### config.mk
export PLATFORM = sky130hd
export DESIGN_NAME = tff_toggle_decoder_flat
export DESIGN_NICKNAME = d
export VERILOG_FILES = /design/src/rtl/tff_toggle_decoder_pkg.sv /design/src/rtl/tff_toggle_decoder_if.sv /design/src/rtl/tff_edge_detect.sv /design/src/rtl/tff_toggle_decoder.sv /design/src/flat_wrapper.sv
export SDC_FILE = /design/constraint.sdc
export NUM_CORES = 1
export LEC_CHECK = 0
export ABC_AREA = 1
export CORE_MARGIN = 2
export CORE_UTILIZATION = 50
export CTS_CLUSTER_DIAMETER = 50
export DETAILED_ROUTE_END_ITERATION = 8
export GPL_TIMING_DRIVEN = 0
export PLACE_DENSITY = 0.76
export SLEW_MARGIN = 25
export SYNTH_ARGS = -nofsm -noshare
export SYNTH_HDL_FRONTEND = slang
export SYNTH_SLANG_ARGS = --single-unit
### constraint.sdc
create_clock -name CLK -period 2.6 [get_ports CLK]
set_input_delay 0.52 -clock CLK [delete_from_list [all_inputs] [get_ports CLK]]
set_output_delay 0.52 -clock CLK [all_outputs]
set_load 0.05 [all_outputs]
### src/rtl/tff_toggle_decoder_pkg.sv
// Shared types and defaults for the toggle-line decoder.
package tff_toggle_decoder_pkg;

    typedef enum logic {
        ST_SYNC = 1'b0,
        ST_RUN  = 1'b1
    } state_e;

    localparam int CNT_W_DEF = 8;
    localparam int TOG_W_DEF = 16;

    // Saturating increment for the run counter.
    function automatic logic [CNT_W_DEF-1:0] sat_inc_def(input logic [CNT_W_DEF-1:0] v);
        return (v == '1) ? v : v + 1'b1;
    endfunction

endpackage

### src/rtl/tff_toggle_decoder_if.sv
// Run-length delivery channel: one value per handshake.
interface tff_toggle_decoder_if #(
    parameter int CNT_W = 8
);
    logic [CNT_W-1:0] run_len;
    logic             run_valid;
    logic             run_ready;

    modport master (output run_len, output run_valid, input  run_ready);
    modport slave  (input  run_len, input  run_valid, output run_ready);
endinterface

### src/rtl/tff_edge_detect.sv
// Registers the toggle line and turns each change into a one-cycle pulse.
module tff_edge_detect (
    input  logic CLK,
    input  logic RST,
    input  logic q_in,
    input  logic en,
    output logic q_reg,
    output logic tog,
    output logic t_out
);
    logic q_reg_q, q_reg_d;
    logic t_out_q, t_out_d;

    // q_reg tracks the line even while disabled so re-enable is glitch-free.
    assign tog = en & (q_in ^ q_reg_q);

    // Next-state for the line copy and pulse output.
    always_comb begin
        q_reg_d = q_in;
        t_out_d = tog;
    end

    // Line copy and pulse registers.
    always_ff @(posedge CLK) begin
        if (RST) begin
            q_reg_q <= 1'b0;
            t_out_q <= 1'b0;
        end else begin
            q_reg_q <= q_reg_d;
            t_out_q <= t_out_d;
        end
    end

    assign q_reg = q_reg_q;
    assign t_out = t_out_q;
endmodule

### src/rtl/tff_toggle_decoder.sv
// Toggle-line decoder: pulse recovery, toggle count and run-length reporting.
// state   | meaning
// SYNC    | start of current run unknown; first toggle only arms the counter
// RUN     | counting cycles since the last toggle; next toggle reports a run
module tff_toggle_decoder
    import tff_toggle_decoder_pkg::*;
#(
    parameter int CNT_W = CNT_W_DEF,
    parameter int TOG_W = TOG_W_DEF
) (
    input  logic              CLK,
    input  logic              RST,
    input  logic              q_in,
    input  logic              en,
    output logic              t_out,
    output logic              q_reg,
    output logic [TOG_W-1:0]  tog_count,
    output logic              sat,
    output logic              overflow,
    tff_toggle_decoder_if.master run_if
);
    localparam logic [CNT_W-1:0] CNT_MAX = '1;
    localparam logic [CNT_W-1:0] CNT_ONE = CNT_W'(1);

    logic tog;

    tff_edge_detect u_edge (
        .CLK   (CLK),
        .RST   (RST),
        .q_in  (q_in),
        .en    (en),
        .q_reg (q_reg),
        .tog   (tog),
        .t_out (t_out)
    );

    state_e             state_q, state_d;
    logic [CNT_W-1:0]   cnt_q, cnt_d;
    logic [CNT_W-1:0]   run_len_q, run_len_d;
    logic               run_valid_q, run_valid_d;
    logic [TOG_W-1:0]   tog_count_q, tog_count_d;
    logic               sat_q, sat_d;
    logic               overflow_q, overflow_d;
    logic               report;
    logic               consume;

    // Run FSM, counters and single-entry output slot.
    always_comb begin
        state_d     = state_q;
        cnt_d       = cnt_q;
        run_len_d   = run_len_q;
        run_valid_d = run_valid_q;
        tog_count_d = tog_count_q + {{(TOG_W-1){1'b0}}, tog};
        sat_d       = sat_q;
        overflow_d  = overflow_q;
        report      = 1'b0;
        consume     = run_valid_q & run_if.run_ready;

        if (!en) begin
            state_d = ST_SYNC;
            cnt_d   = '0;
        end else begin
            case (state_q)
                ST_SYNC: begin
                    if (tog) begin
                        state_d = ST_RUN;
                        cnt_d   = CNT_ONE;
                    end
                end
                ST_RUN: begin
                    if (tog) begin
                        report = 1'b1;
                        cnt_d  = CNT_ONE;
                    end else begin
                        cnt_d = (cnt_q == CNT_MAX) ? CNT_MAX : cnt_q + 1'b1;
                        if (cnt_d == CNT_MAX) sat_d = 1'b1;
                    end
                end
                default: begin
                    state_d = ST_SYNC;
                    cnt_d   = '0;
                end
            endcase
        end

        // A full slot that is not drained this edge drops the new run.
        if (report && (!run_valid_q || consume)) begin
            run_len_d   = cnt_q;
            run_valid_d = 1'b1;
        end else if (report) begin
            overflow_d  = 1'b1;
        end else if (consume) begin
            run_valid_d = 1'b0;
        end
    end

    // State registers with synchronous reset.
    always_ff @(posedge CLK) begin
        if (RST) begin
            state_q     <= ST_SYNC;
            cnt_q       <= '0;
            run_len_q   <= '0;
            run_valid_q <= 1'b0;
            tog_count_q <= '0;
            sat_q       <= 1'b0;
            overflow_q  <= 1'b0;
        end else begin
            state_q     <= state_d;
            cnt_q       <= cnt_d;
            run_len_q   <= run_len_d;
            run_valid_q <= run_valid_d;
            tog_count_q <= tog_count_d;
            sat_q       <= sat_d;
            overflow_q  <= overflow_d;
        end
    end

    assign run_if.run_len   = run_len_q;
    assign run_if.run_valid = run_valid_q;
    assign tog_count        = tog_count_q;
    assign sat              = sat_q;
    assign overflow         = overflow_q;
endmodule

### src/flat_wrapper.sv
// flat-port wrapper written by rule: the top's interface ports become plain ports
module tff_toggle_decoder_flat import tff_toggle_decoder_pkg::*;
#(
    parameter int CNT_W = CNT_W_DEF,
    parameter int TOG_W = TOG_W_DEF
)
  (CLK, RST, q_in, en, t_out, q_reg, tog_count, sat, overflow, run_if_run_len, run_if_run_valid, run_if_run_ready);
  tff_toggle_decoder_if #(.CNT_W(CNT_W)) run_if_i ();
  input  logic CLK;
  input  logic RST;
  input  logic q_in;
  input  logic en;
  output logic t_out;
  output logic q_reg;
  output logic [TOG_W-1:0] tog_count;
  output logic sat;
  output logic overflow;
  output wire logic [$bits(run_if_i.run_len)-1:0] run_if_run_len;
  output wire logic [$bits(run_if_i.run_valid)-1:0] run_if_run_valid;
  input wire logic [$bits(run_if_i.run_ready)-1:0] run_if_run_ready;
  assign run_if_run_len = run_if_i.run_len;
  assign run_if_run_valid = run_if_i.run_valid;
  assign run_if_i.run_ready = run_if_run_ready;
  tff_toggle_decoder #(.CNT_W(CNT_W), .TOG_W(TOG_W)) u_core (.CLK(CLK), .RST(RST), .q_in(q_in), .en(en), .t_out(t_out), .q_reg(q_reg), .tog_count(tog_count), .sat(sat), .overflow(overflow), .run_if(run_if_i));
endmodule
==> report_table.html, run 1 <==
<table>
<tr><th>Metric</th><th>Value</th></tr>
<tr><th colspan="2">STA</th></tr>
<tr><td>Worst-Margin Slew</td><td>roughly 0.51 ns</td></tr>
<tr><td>Setup TNS after final layout</td><td>0 ns</td></tr>
<tr><td>Min cycle time layout</td><td>roughly 2.3 ns</td></tr>
<tr><td>Final Hold Viols</td><td>0</td></tr>
<tr><td>Pins over their slew limit</td><td>0</td></tr>
<tr><td>RSZ-0062 raised after global routing</td><td>false</td></tr>
<tr><td>Worst slew margin relative to its limit</td><td>between 60% and 70%</td></tr>
<tr><td>Final setup skew</td><td>~0.0082 ns</td></tr>
<tr><td>Number of failing setup endpoints in the final timing report</td><td>0</td></tr>
<tr><td>Highest achievable clock rate</td><td>roughly 430 MHz</td></tr>
<tr><td>Worst setup slack after layout</td><td>between 0.2 and 0.3 ns</td></tr>
<tr><td>Part of the cycle the worst path needs</td><td>90.0%</td></tr>
<tr><th colspan="2">Detailed routing</th></tr>
<tr><td>Met2 layer wire length in the routed design</td><td>roughly 1500 um</td></tr>
<tr><td>Pre-antenna DRT Iters</td><td>4</td></tr>
<tr><td>Total via count after detailed routing</td><td>about 1600</td></tr>
<tr><td>Routed Wire Length</td><td>between 3000 and 4000 um</td></tr>
<tr><td>Routed wl met3</td><td>between 100 and 150 um</td></tr>
<tr><td>Count of routing violations after the opening detailed-route iteration</td><td>around 100</td></tr>
<tr><td>Met1 layer wirelength in the final routing</td><td>1760 um</td></tr>
<tr><td>Vias/cell</td><td>about 4.9</td></tr>
<tr><td>Antenna Violating Nets Remaining</td><td>0</td></tr>
<tr><td>DRC Markers</td><td>0</td></tr>
<tr><td>Average wire per cell in the routed design</td><td>~11 um</td></tr>
<tr><td>Highest metal layer with signal wires</td><td>met4</td></tr>
<tr><th colspan="2">Power and ir drop</th></tr>
<tr><td>Power Density</td><td>about 450 nW/um2</td></tr>
<tr><td>VDD IR max</td><td>roughly 0.43 mV</td></tr>
<tr><td>Static leakage</td><td>0.787 nW</td></tr>
<tr><th colspan="2">Yosys</th></tr>
<tr><td>Mux contribution to synthesized area</td><td>0%</td></tr>
<tr><td>Netlist cell types</td><td>29</td></tr>
<tr><td>Post-Syn Area</td><td>~1700 um2</td></tr>
<tr><td>Xor and xnor fraction of the mapped netlist area</td><td>around 2.6%</td></tr>
<tr><td>EDFF count, synth</td><td>0</td></tr>
<tr><td>Synthesized Nets</td><td>~240</td></tr>
<tr><td>Number of standard cells after synthesis</td><td>234</td></tr>
<tr><td>Dominant register cell in the synthesized netlist</td><td>dfxtp_1</td></tr>
<tr><td>Combinational family with the most area after synthesis</td><td>simple AND/OR/NAND/NOR gates</td></tr>
<tr><td>Most frequent cells after synthesis</td><td>nand2_1, dfxtp_1, a21oi_1, inv_1, nor2_1</td></tr>
<tr><td>Post-synthesis share of cell area spent on and, or, nand and nor gates</td><td>30.5%</td></tr>
<tr><td>Number of warnings printed during yosys synthesis</td><td>0</td></tr>
<tr><td>Share of flip-flops with an asynchronous set or reset</td><td>0%</td></tr>
<tr><td>Sequential fraction of the synthesis area</td><td>between 40 and 50%</td></tr>
<tr><td>Post-synthesis adder-cell area fraction</td><td>between 2 and 2.5%</td></tr>
<tr><td>Register bit total from synthesis</td><td>38</td></tr>
<tr><td>Fraction of synthesized cell area taken by the top area cell type</td><td>around 44%</td></tr>
<tr><td>Mean post-synth cell area</td><td>between 7 and 8 um2</td></tr>
<tr><td>Most frequently used cell type in the post-synthesis netlist</td><td>nand2_1</td></tr>
<tr><td>Area fraction in compound gates after synthesis</td><td>between 10% and 20%</td></tr>
<tr><td>Top cells by area in the synthesized netlist</td><td>dfxtp_1, nand2_1, a21oi_1, nand3_1, inv_1</td></tr>
<tr><td>Dominant cell type by area after synthesis</td><td>dfxtp_1</td></tr>
<tr><th colspan="2">Clock tree</th></tr>
<tr><td>Clock root buffer master</td><td>clkbuf_4</td></tr>
<tr><td>Maximum buffer depth of the clock tree</td><td>2</td></tr>
<tr><td>Clock tree from TritonCTS</td><td>built</td></tr>
<tr><td>Clk slew on worst S/H paths</td><td>between 0.1 and 0.15 ns</td></tr>
<tr><td>Cts-stage hold buffer count</td><td>0</td></tr>
<tr><td>Level count of the clock H-tree</td><td>2</td></tr>
<tr><td>CTS Sinks</td><td>38</td></tr>
<tr><td>Clock latency of the later-clocked register in the worst-skew pair</td><td>between 0.3 and 0.4 ns</td></tr>
<tr><td>Cts bufs inserted</td><td>5</td></tr>
<tr><th colspan="2">Worst hold path</th></tr>
<tr><td>Worst min path class</td><td>reg -&gt; reg</td></tr>
<tr><th colspan="2">Status</th></tr>
<tr><td>Run status</td><td>finished clean</td></tr>
<tr><th colspan="2">Die</th></tr>
<tr><td>Die Width</td><td>62.6 um</td></tr>
<tr><td>Area enclosed by the die boundary</td><td>~3900 um2</td></tr>
<tr><td>IO Pins</td><td>34</td></tr>
<tr><td>Starting density of the core</td><td>slightly above 50%</td></tr>
<tr><td>Core region area</td><td>around 3300 um2</td></tr>
<tr><td>Die span in y</td><td>~63 um</td></tr>
<tr><td>Num rows</td><td>21</td></tr>
<tr><th colspan="2">Worst setup path</th></tr>
<tr><td>Max Fanout on Critical Path</td><td>5</td></tr>
<tr><td>Depth of the most critical reg-to-reg path</td><td>12</td></tr>
<tr><td>Worst path arrival time</td><td>2.57 ns</td></tr>
<tr><td>Required time worst endpoint</td><td>2.83 ns</td></tr>
<tr><td>Slack of the worst reg-to-reg path</td><td>0.57 ns</td></tr>
<tr><td>Nature of the critical path endpoint</td><td>flip-flop</td></tr>
<tr><td>Maximum cell stage delay along the critical path</td><td>~0.51 ns</td></tr>
<tr><td>Worst path slowest cell</td><td>clkdlybuf4s50_1</td></tr>
<tr><td>Worst setup path end</td><td>u_core.tog_count[12]</td></tr>
<tr><td>Category of the most critical setup path</td><td>in -&gt; reg</td></tr>
<tr><td>Launch point of the worst path</td><td>q_in</td></tr>
<tr><td>Nature of the critical path startpoint</td><td>input pin</td></tr>
<tr><td>Origin of the critical flop-to-flop path</td><td>u_core.u_edge.q_reg</td></tr>
<tr><td>Crit Reg-Reg Endpoint</td><td>u_core.tog_count[12]</td></tr>
<tr><td>Cell breakdown of the critical path</td><td>clkdlybuf4s50_1 &gt; xor2_2 &gt; nand2_2 &gt; inv_1 &gt; ha_1 &gt; ha_1 &gt; nand2_1 &gt; inv_1 &gt; nand2_1 &gt; nor3_4 &gt; nand3_1 &gt; o21ai_1 &gt; nor2_1</td></tr>
<tr><th colspan="2">Global routing</th></tr>
<tr><td>Via count of the first global-routing pass</td><td>between 1000 and 1500</td></tr>
<tr><td>First-pass GRT wire length</td><td>~6000 um</td></tr>
<tr><td>Number of antenna violations at the first check in global routing</td><td>0</td></tr>
<tr><td>Pin count of the biggest net entering global routing</td><td>12</td></tr>
<tr><td>Total GRT Usage</td><td>19.2%</td></tr>
<tr><td>Overflow left after global routing</td><td>0</td></tr>
<tr><th colspan="2">Placement</th></tr>
<tr><td>Port Buffer Count</td><td>33</td></tr>
<tr><td>Final HPWL from detailed placement</td><td>roughly 2600 um</td></tr>
<tr><td>Placed cells</td><td>approximately 310</td></tr>
<tr><td>Placer congestion estimate</td><td>0.821</td></tr>
<tr><td>Worst slack at placement</td><td>-0.182 ns</td></tr>
<tr><th colspan="2">Cells and area</th></tr>
<tr><td>Net count reported at finish</td><td>283</td></tr>
<tr><td>Layout Area Growth over Synthesis</td><td>27.4%</td></tr>
<tr><td>Max reg flops</td><td>16</td></tr>
<tr><td>Reg area</td><td>761 um2</td></tr>
<tr><td>Multi-input gate area in the final layout</td><td>around 840 um2</td></tr>
<tr><td>N_diodes</td><td>0</td></tr>
<tr><td>Fraction of layout instances using a drive strength above 1</td><td>approximately 9.8%</td></tr>
<tr><td>Fill cell count</td><td>between 300 and 400</td></tr>
<tr><td>Non-filler cells, final</td><td>322</td></tr>
<tr><th colspan="2">Job</th></tr>
<tr><td>Max capacitance violation total</td><td>0</td></tr>
</table>
[metal layers]
metal | global-route usage, % | vias up
met5 | 0 | -
met4 | 7.50 | 0
met3 | 3.78 | 7
met2 | 29.8 | 34
met1 | 26.3 | 692
li1 | - | 844
[cell usage in the layout (no fill, tap or decap), drive strengths merged]
master         instances
a21oi                 25
a31oi                  2
and3                   1
buf                    2
clkbuf                 9
clkdlybuf4s50         33
clkinv                 3
dfxtp                 38
ha                     3
inv                   28
nand2                 56
nand3                 22
nand4                  2
nor2                  26
nor3                   6
o21a                   3
o21ai                 10
o21bai                 1
or3                    1
xnor2                  1
xor2                   4
[what timing repair did]
action                                  4_1_cts  5_1_grt
buffers inserted                              0        1
endpoints found under the setup margin        0        1
resized for setup                             0        3
[how the worst min path moves through the flow]
stage | cells after the start | start | slack, ns | endpoint
after floorplan | 2 | u_core.cnt_q[1] | 0.48 | u_core.cnt_q[1]
after CTS | 2 | u_core.overflow | 0.47 | u_core.overflow
after global placement | 2 | u_core.overflow | 0.44 | u_core.overflow
after global routing | 2 | u_core.run_if.run_len[1] | 0.50 | u_core.run_if.run_len[1]
final | 2 | u_core.overflow | 0.46 | u_core.overflow
after detailed placement | 2 | u_core.overflow | 0.45 | u_core.overflow
[metrics by stage]
step	cell area (um2)	total power [mW]	util [%]	hold WS [ns]
final	2180	0.980	65.9	0.461
after global placement	2100	0.675	63.5	0.437
after global routing	2180	1.03	65.9	0.502
after floorplan	1710	0.650	-	0.484
after detailed placement	2100	0.676	63.5	0.452
after CTS	2160	0.989	65.3	0.469
[cells by family (layout without fill, tap and decap cells)]
logic type | count (synthesis) | in the layout
AOI/OAI and AO/OA | 41 | 41
xor gates and xnor gates | 5 | 5
adders and majority gates | 3 | 3
buffers and inverters | 33 | 75
DFF | 38 | 38
and+or+nand+nor | 114 | 114
[layout make-up]
cell class / count / area share [%]
clock buffers: 7 / 2.52
clock inverters: 1 / 0.229
plain buffers: 3 / 0.688
well taps: 46 / 2.64
repair buffers: 34 / 15.5
flip-flops and latches: 38 / 34.8
inverters: 30 / 5.16
multi-input cells: 163 / 38.5
[critical path: cells and delay by family]
| kind | cells | cell delay (ns) |
|---|---|---|
| AND/OR/NAND/NOR | 6 | 0.77 |
| buffers and inverters | 3 | 0.66 |
| AO/OA/AOI/OAI | 1 | 0.14 |
| XOR/XNOR | 1 | 0.18 |
| adder cells (fa/ha/maj) | 2 | 0.31 |
[power breakdown]
group          leakage (nW)  internal [mW]  total, mW  switching, mW
Sequential            0.307          0.588      0.593        0.00544
Combinational         0.445         0.0225     0.0692         0.0466
Clock                0.0353          0.131      0.318          0.186
No activity file was read; power rests on OpenSTA's default activity.
==> run 2, diff against run 1 <==
--- a/config.mk
+++ b/config.mk
@@ -8,6 +8,7 @@
 export ABC_AREA = 1
 export CORE_MARGIN = 2
 export CORE_UTILIZATION = 50
+export CTS_BUF_LIST = sky130_fd_sc_hd__clkbuf_16
 export CTS_CLUSTER_DIAMETER = 50
 export DETAILED_ROUTE_END_ITERATION = 8
 export GPL_TIMING_DRIVEN = 0
==> report_table.html, run 2 (synthesized netlist as in run 1, its figures left out) <==
<table>
<tr><th>Metric</th><th>Value</th></tr>
<tr><th colspan="2">Status</th></tr>
<tr><td>Run status</td><td>finished clean (unchanged)</td></tr>
<tr><th colspan="2">Power and ir drop</th></tr>
<tr><td>VDD IR max</td><td>0.437 mV (was 0.427 mV)</td></tr>
<tr><td>NetSw</td><td>273 uW (was 238 uW)</td></tr>
<tr><td>Share of total power consumed by net switching</td><td>22.2% (was 24.3%)</td></tr>
<tr><td>Power Density</td><td>541 nW/um2 (was 449 nW/um2)</td></tr>
<tr><td>Power share of the clock group</td><td>46.0% (was 32.4%)</td></tr>
<tr><td>Portion of total power attributed to sequential cells</td><td>48.3% (was 60.5%)</td></tr>
<tr><td>Relative contribution of combinational cells to total power</td><td>5.7% (was 7.1%)</td></tr>
<tr><td>Static leakage</td><td>0.842 nW (was 0.787 nW)</td></tr>
<tr><td>Cell Int Power</td><td>957 uW (was 742 uW)</td></tr>
<tr><th colspan="2">Cells and area</th></tr>
<tr><td>Leading cell types in the layout, fill and taps excluded</td><td>nand2_1, dfxtp_1, clkdlybuf4s50_1 (unchanged)</td></tr>
<tr><td>Final Util</td><td>68.7% (was 65.9%)</td></tr>
<tr><td>Fill cell count</td><td>294 (was 301)</td></tr>
<tr><td>Layout Area Growth over Synthesis</td><td>32.7% (was 27.4%)</td></tr>
<tr><td>Max reg flops</td><td>16 (unchanged)</td></tr>
<tr><td>N_diodes</td><td>0 (unchanged)</td></tr>
<tr><td>Leading cell type in the layout, fill and taps excluded</td><td>nand2_1 (unchanged)</td></tr>
<tr><td>Net count reported at finish</td><td>283 (unchanged)</td></tr>
<tr><td>Fraction of layout instances using a drive strength above 1</td><td>10.1% (was 9.78%)</td></tr>
<tr><th colspan="2">Global routing</th></tr>
<tr><td>Overflow left after global routing</td><td>0 (unchanged)</td></tr>
<tr><td>First-pass GRT wire length</td><td>6340 um (was 6140 um)</td></tr>
<tr><td>Total GRT Usage</td><td>19.8% (was 19.2%)</td></tr>
<tr><td>Number of antenna violations at the first check in global routing</td><td>0 (unchanged)</td></tr>
<tr><td>Via count of the first global-routing pass</td><td>1424 (was 1397)</td></tr>
<tr><td>Pin count of the biggest net entering global routing</td><td>12 (unchanged)</td></tr>
<tr><th colspan="2">Worst setup path</th></tr>
<tr><td>Nature of the critical path startpoint</td><td>input pin (unchanged)</td></tr>
<tr><td>Kind of cell adding the most delay to the critical path</td><td>simple AND/OR/NAND/NOR gates (unchanged)</td></tr>
<tr><td>Cell breakdown of the critical path</td><td>clkdlybuf4s50_1 &gt; xor2_2 &gt; nand2_2 &gt; inv_1 &gt; ha_1 &gt; ha_1 &gt; nand2_1 &gt; inv_1 &gt; nand2_2 &gt; nor3_4 &gt; nand3_2 &gt; o21ai_1 &gt; nor2_1 (was clkdlybuf4s50_1 &gt; xor2_2 &gt; nand2_2 &gt; inv_1 &gt; ha_1 &gt; ha_1 &gt; nand2_1 &gt; inv_1 &gt; nand2_1 &gt; nor3_4 &gt; nand3_1 &gt; o21ai_1 &gt; nor2_1)</td></tr>
<tr><td>Required time worst endpoint</td><td>2.77 ns (was 2.83 ns)</td></tr>
<tr><td>Nature of the critical path endpoint</td><td>flip-flop (unchanged)</td></tr>
<tr><td>Crit path buf inv count</td><td>3 (unchanged)</td></tr>
<tr><td>Category of the most critical setup path</td><td>in -&gt; reg (unchanged)</td></tr>
<tr><td>Maximum cell stage delay along the critical path</td><td>0.51 ns (about the same)</td></tr>
<tr><td>Worst path arrival time</td><td>2.54 ns (was 2.57 ns)</td></tr>
<tr><td>Max Fanout on Critical Path</td><td>5 (unchanged)</td></tr>
<tr><td>Worst path slowest cell</td><td>clkdlybuf4s50_1 (unchanged)</td></tr>
<tr><th colspan="2">Die</th></tr>
<tr><td>Starting density of the core</td><td>51.8% (unchanged)</td></tr>
<tr><td>Num rows</td><td>21 (unchanged)</td></tr>
<tr><td>Core region area</td><td>3310 um2 (unchanged)</td></tr>
<tr><td>IO Pins</td><td>34 (unchanged)</td></tr>
<tr><td>Die span in y</td><td>62.6 um (unchanged)</td></tr>
<tr><td>Area enclosed by the die boundary</td><td>3910 um2 (unchanged)</td></tr>
<tr><td>Die Width</td><td>62.6 um (unchanged)</td></tr>
<tr><th colspan="2">Detailed routing</th></tr>
<tr><td>Count of routing violations after the opening detailed-route iteration</td><td>115 (was 104)</td></tr>
<tr><td>DRC Markers</td><td>0 (unchanged)</td></tr>
<tr><td>Pre-antenna DRT Iters</td><td>4 (unchanged)</td></tr>
<tr><td>Antenna Violating Nets Remaining</td><td>0 (unchanged)</td></tr>
<tr><td>Total via count after detailed routing</td><td>1587 (was 1577)</td></tr>
<tr><td>Vias/cell</td><td>4.93 (was 4.90)</td></tr>
<tr><td>Routed Wire Length</td><td>3630 um (was 3450 um)</td></tr>
<tr><td>Average wire per cell in the routed design</td><td>11.3 um (was 10.7 um)</td></tr>
<tr><th colspan="2">Clock tree</th></tr>
<tr><td>Clk slew on worst S/H paths</td><td>0.05 ns (was 0.11 ns)</td></tr>
<tr><td>Level count of the clock H-tree</td><td>2 (unchanged)</td></tr>
<tr><td>Cts bufs inserted</td><td>5 (unchanged)</td></tr>
<tr><td>Clock latency of the later-clocked register in the worst-skew pair</td><td>0.28 ns (was 0.33 ns)</td></tr>
<tr><td>Cts-stage hold buffer count</td><td>0 (unchanged)</td></tr>
<tr><td>Clock tree from TritonCTS</td><td>built (unchanged)</td></tr>
<tr><td>Clock root buffer master</td><td>clkbuf_16 (was clkbuf_4)</td></tr>
<tr><td>Maximum buffer depth of the clock tree</td><td>2 (unchanged)</td></tr>
<tr><td>CTS Sinks</td><td>38 (unchanged)</td></tr>
<tr><th colspan="2">STA</th></tr>
<tr><td>Worst-Margin Slew</td><td>0.507 ns (was 0.510 ns)</td></tr>
<tr><td>Final setup skew</td><td>0.00450 ns (was 0.00818 ns)</td></tr>
<tr><td>Highest achievable clock rate</td><td>421 MHz (was 427 MHz)</td></tr>
<tr><td>Number of failing setup endpoints in the final timing report</td><td>0 (unchanged)</td></tr>
<tr><td>Pins over their slew limit</td><td>0 (unchanged)</td></tr>
<tr><td>Worst slew margin relative to its limit</td><td>66.1% (was 65.9%)</td></tr>
<tr><td>RSZ-0062 raised after global routing</td><td>false (unchanged)</td></tr>
<tr><td>Min cycle time layout</td><td>2.38 ns (was 2.34 ns)</td></tr>
<tr><td>Final Hold Viols</td><td>0 (unchanged)</td></tr>
<tr><td>Worst hold margin</td><td>0.453 ns (was 0.461 ns)</td></tr>
<tr><td>Part of the cycle the worst path needs</td><td>91.3% (was 90.0%)</td></tr>
<tr><th colspan="2">Worst hold path</th></tr>
<tr><td>Worst min path class</td><td>reg -&gt; reg (unchanged)</td></tr>
<tr><th colspan="2">Placement</th></tr>
<tr><td>Placer congestion estimate</td><td>0.821 (unchanged)</td></tr>
<tr><td>Port Buffer Count</td><td>33 (unchanged)</td></tr>
<tr><td>Final HPWL from detailed placement</td><td>2610 um (unchanged)</td></tr>
<tr><th colspan="2">Job</th></tr>
<tr><td>Max capacitance violation total</td><td>0 (unchanged)</td></tr>
</table>
==> run 2: changes by cell type in the layout (fill, tap and decap cells not counted), sizes merged <==
| cell | previous run | this run |
|---|---|---|
| clkbuf | 9 | 7 |
| clkinv | 3 | 4 |
| inv | 28 | 29 |
==> run 2: final timing paths <==
path / from / endpoint / slack [ns] / depth (start not counted)
min: u_core.overflow / u_core.overflow / 0.45 / 2
max: q_in / u_core.tog_count[12] / 0.22 / 13
min reg2reg: u_core.overflow / u_core.overflow / 0.45 / 2
max reg2reg: u_core.u_edge.q_reg / u_core.tog_count[12] / 0.61 / 12
==> run 2: area by class of cell <==
class | count | area [um2] | area share (%)
clock buffers | 5 | 125 | 5.50
repair buffers | 34 | 338 | 14.9
clock inverters | 3 | 12.5 | 0.550
multi-input cells | 163 | 853 | 37.5
inverters | 30 | 113 | 4.95
well taps | 46 | 57.6 | 2.53
plain buffers | 3 | 15.0 | 0.660
flip-flops and latches | 38 | 761 | 33.4
==> run 2: routing by layer <==
layer,wire [um],track usage (%)
met1,1810,26.7
met2,1660,31.9
met3,136,4.32
met4,28,5.83
met5,0,0
==> run 2: power groups by stage <==
stage / Combinational, mW / Sequential (mW) / Clock [mW]
6_report: 0.0698 / 0.594 / 0.566
5_1_grt: 0.0782 / 0.595 / 0.604
4_1_cts: 0.0697 / 0.594 / 0.573
3_5_place_dp: 0.0694 / 0.606 / 0
3_3_place_gp: 0.0685 / 0.606 / 0
2_1_floorplan: 0.0291 / 0.621 / 0
==> run 2: what timing repair did <==
action	4_1_cts	5_1_grt
endpoints found under the setup margin	0	4
setup buffers	0	1
resized for setup	0	6
==> run 2: tightest hold or removal path: cells and delay by family (launching register included) <==
family / cells / cell delay [ns]
compound gates: 1 / 0.05
buf+inv: 1 / 0.05
flops: 1 / 0.31
==> run 2: through the flow <==
step / worst slack [ns] / cells / power, mW / cell area (um2) / setup TNS [ns]
floorplan: 0.328 / 234 / 0.650 / 1710 / 0
global placement: -0.154 / 313 / 0.675 / 2100 / -0.304
detailed placement: -0.182 / 313 / 0.676 / 2100 / -0.385
CTS: 0.102 / 321 / 1.24 / 2240 / 0
global route: 0.00407 / 322 / 1.28 / 2270 / 0
finish: 0.225 / 322 / 1.23 / 2270 / 0
==> run 3, diff against run 2 <==
--- a/config.mk
+++ b/config.mk
@@ -10,6 +10,7 @@
 export CORE_UTILIZATION = 50
 export CTS_BUF_LIST = sky130_fd_sc_hd__clkbuf_16
 export CTS_CLUSTER_DIAMETER = 50
+export CTS_CLUSTER_SIZE = 28
 export DETAILED_ROUTE_END_ITERATION = 8
 export GPL_TIMING_DRIVEN = 0
 export PLACE_DENSITY = 0.76
==> results of run 3 <==
Same layout as run 2: the final DEF is identical, and so are final timing and power.
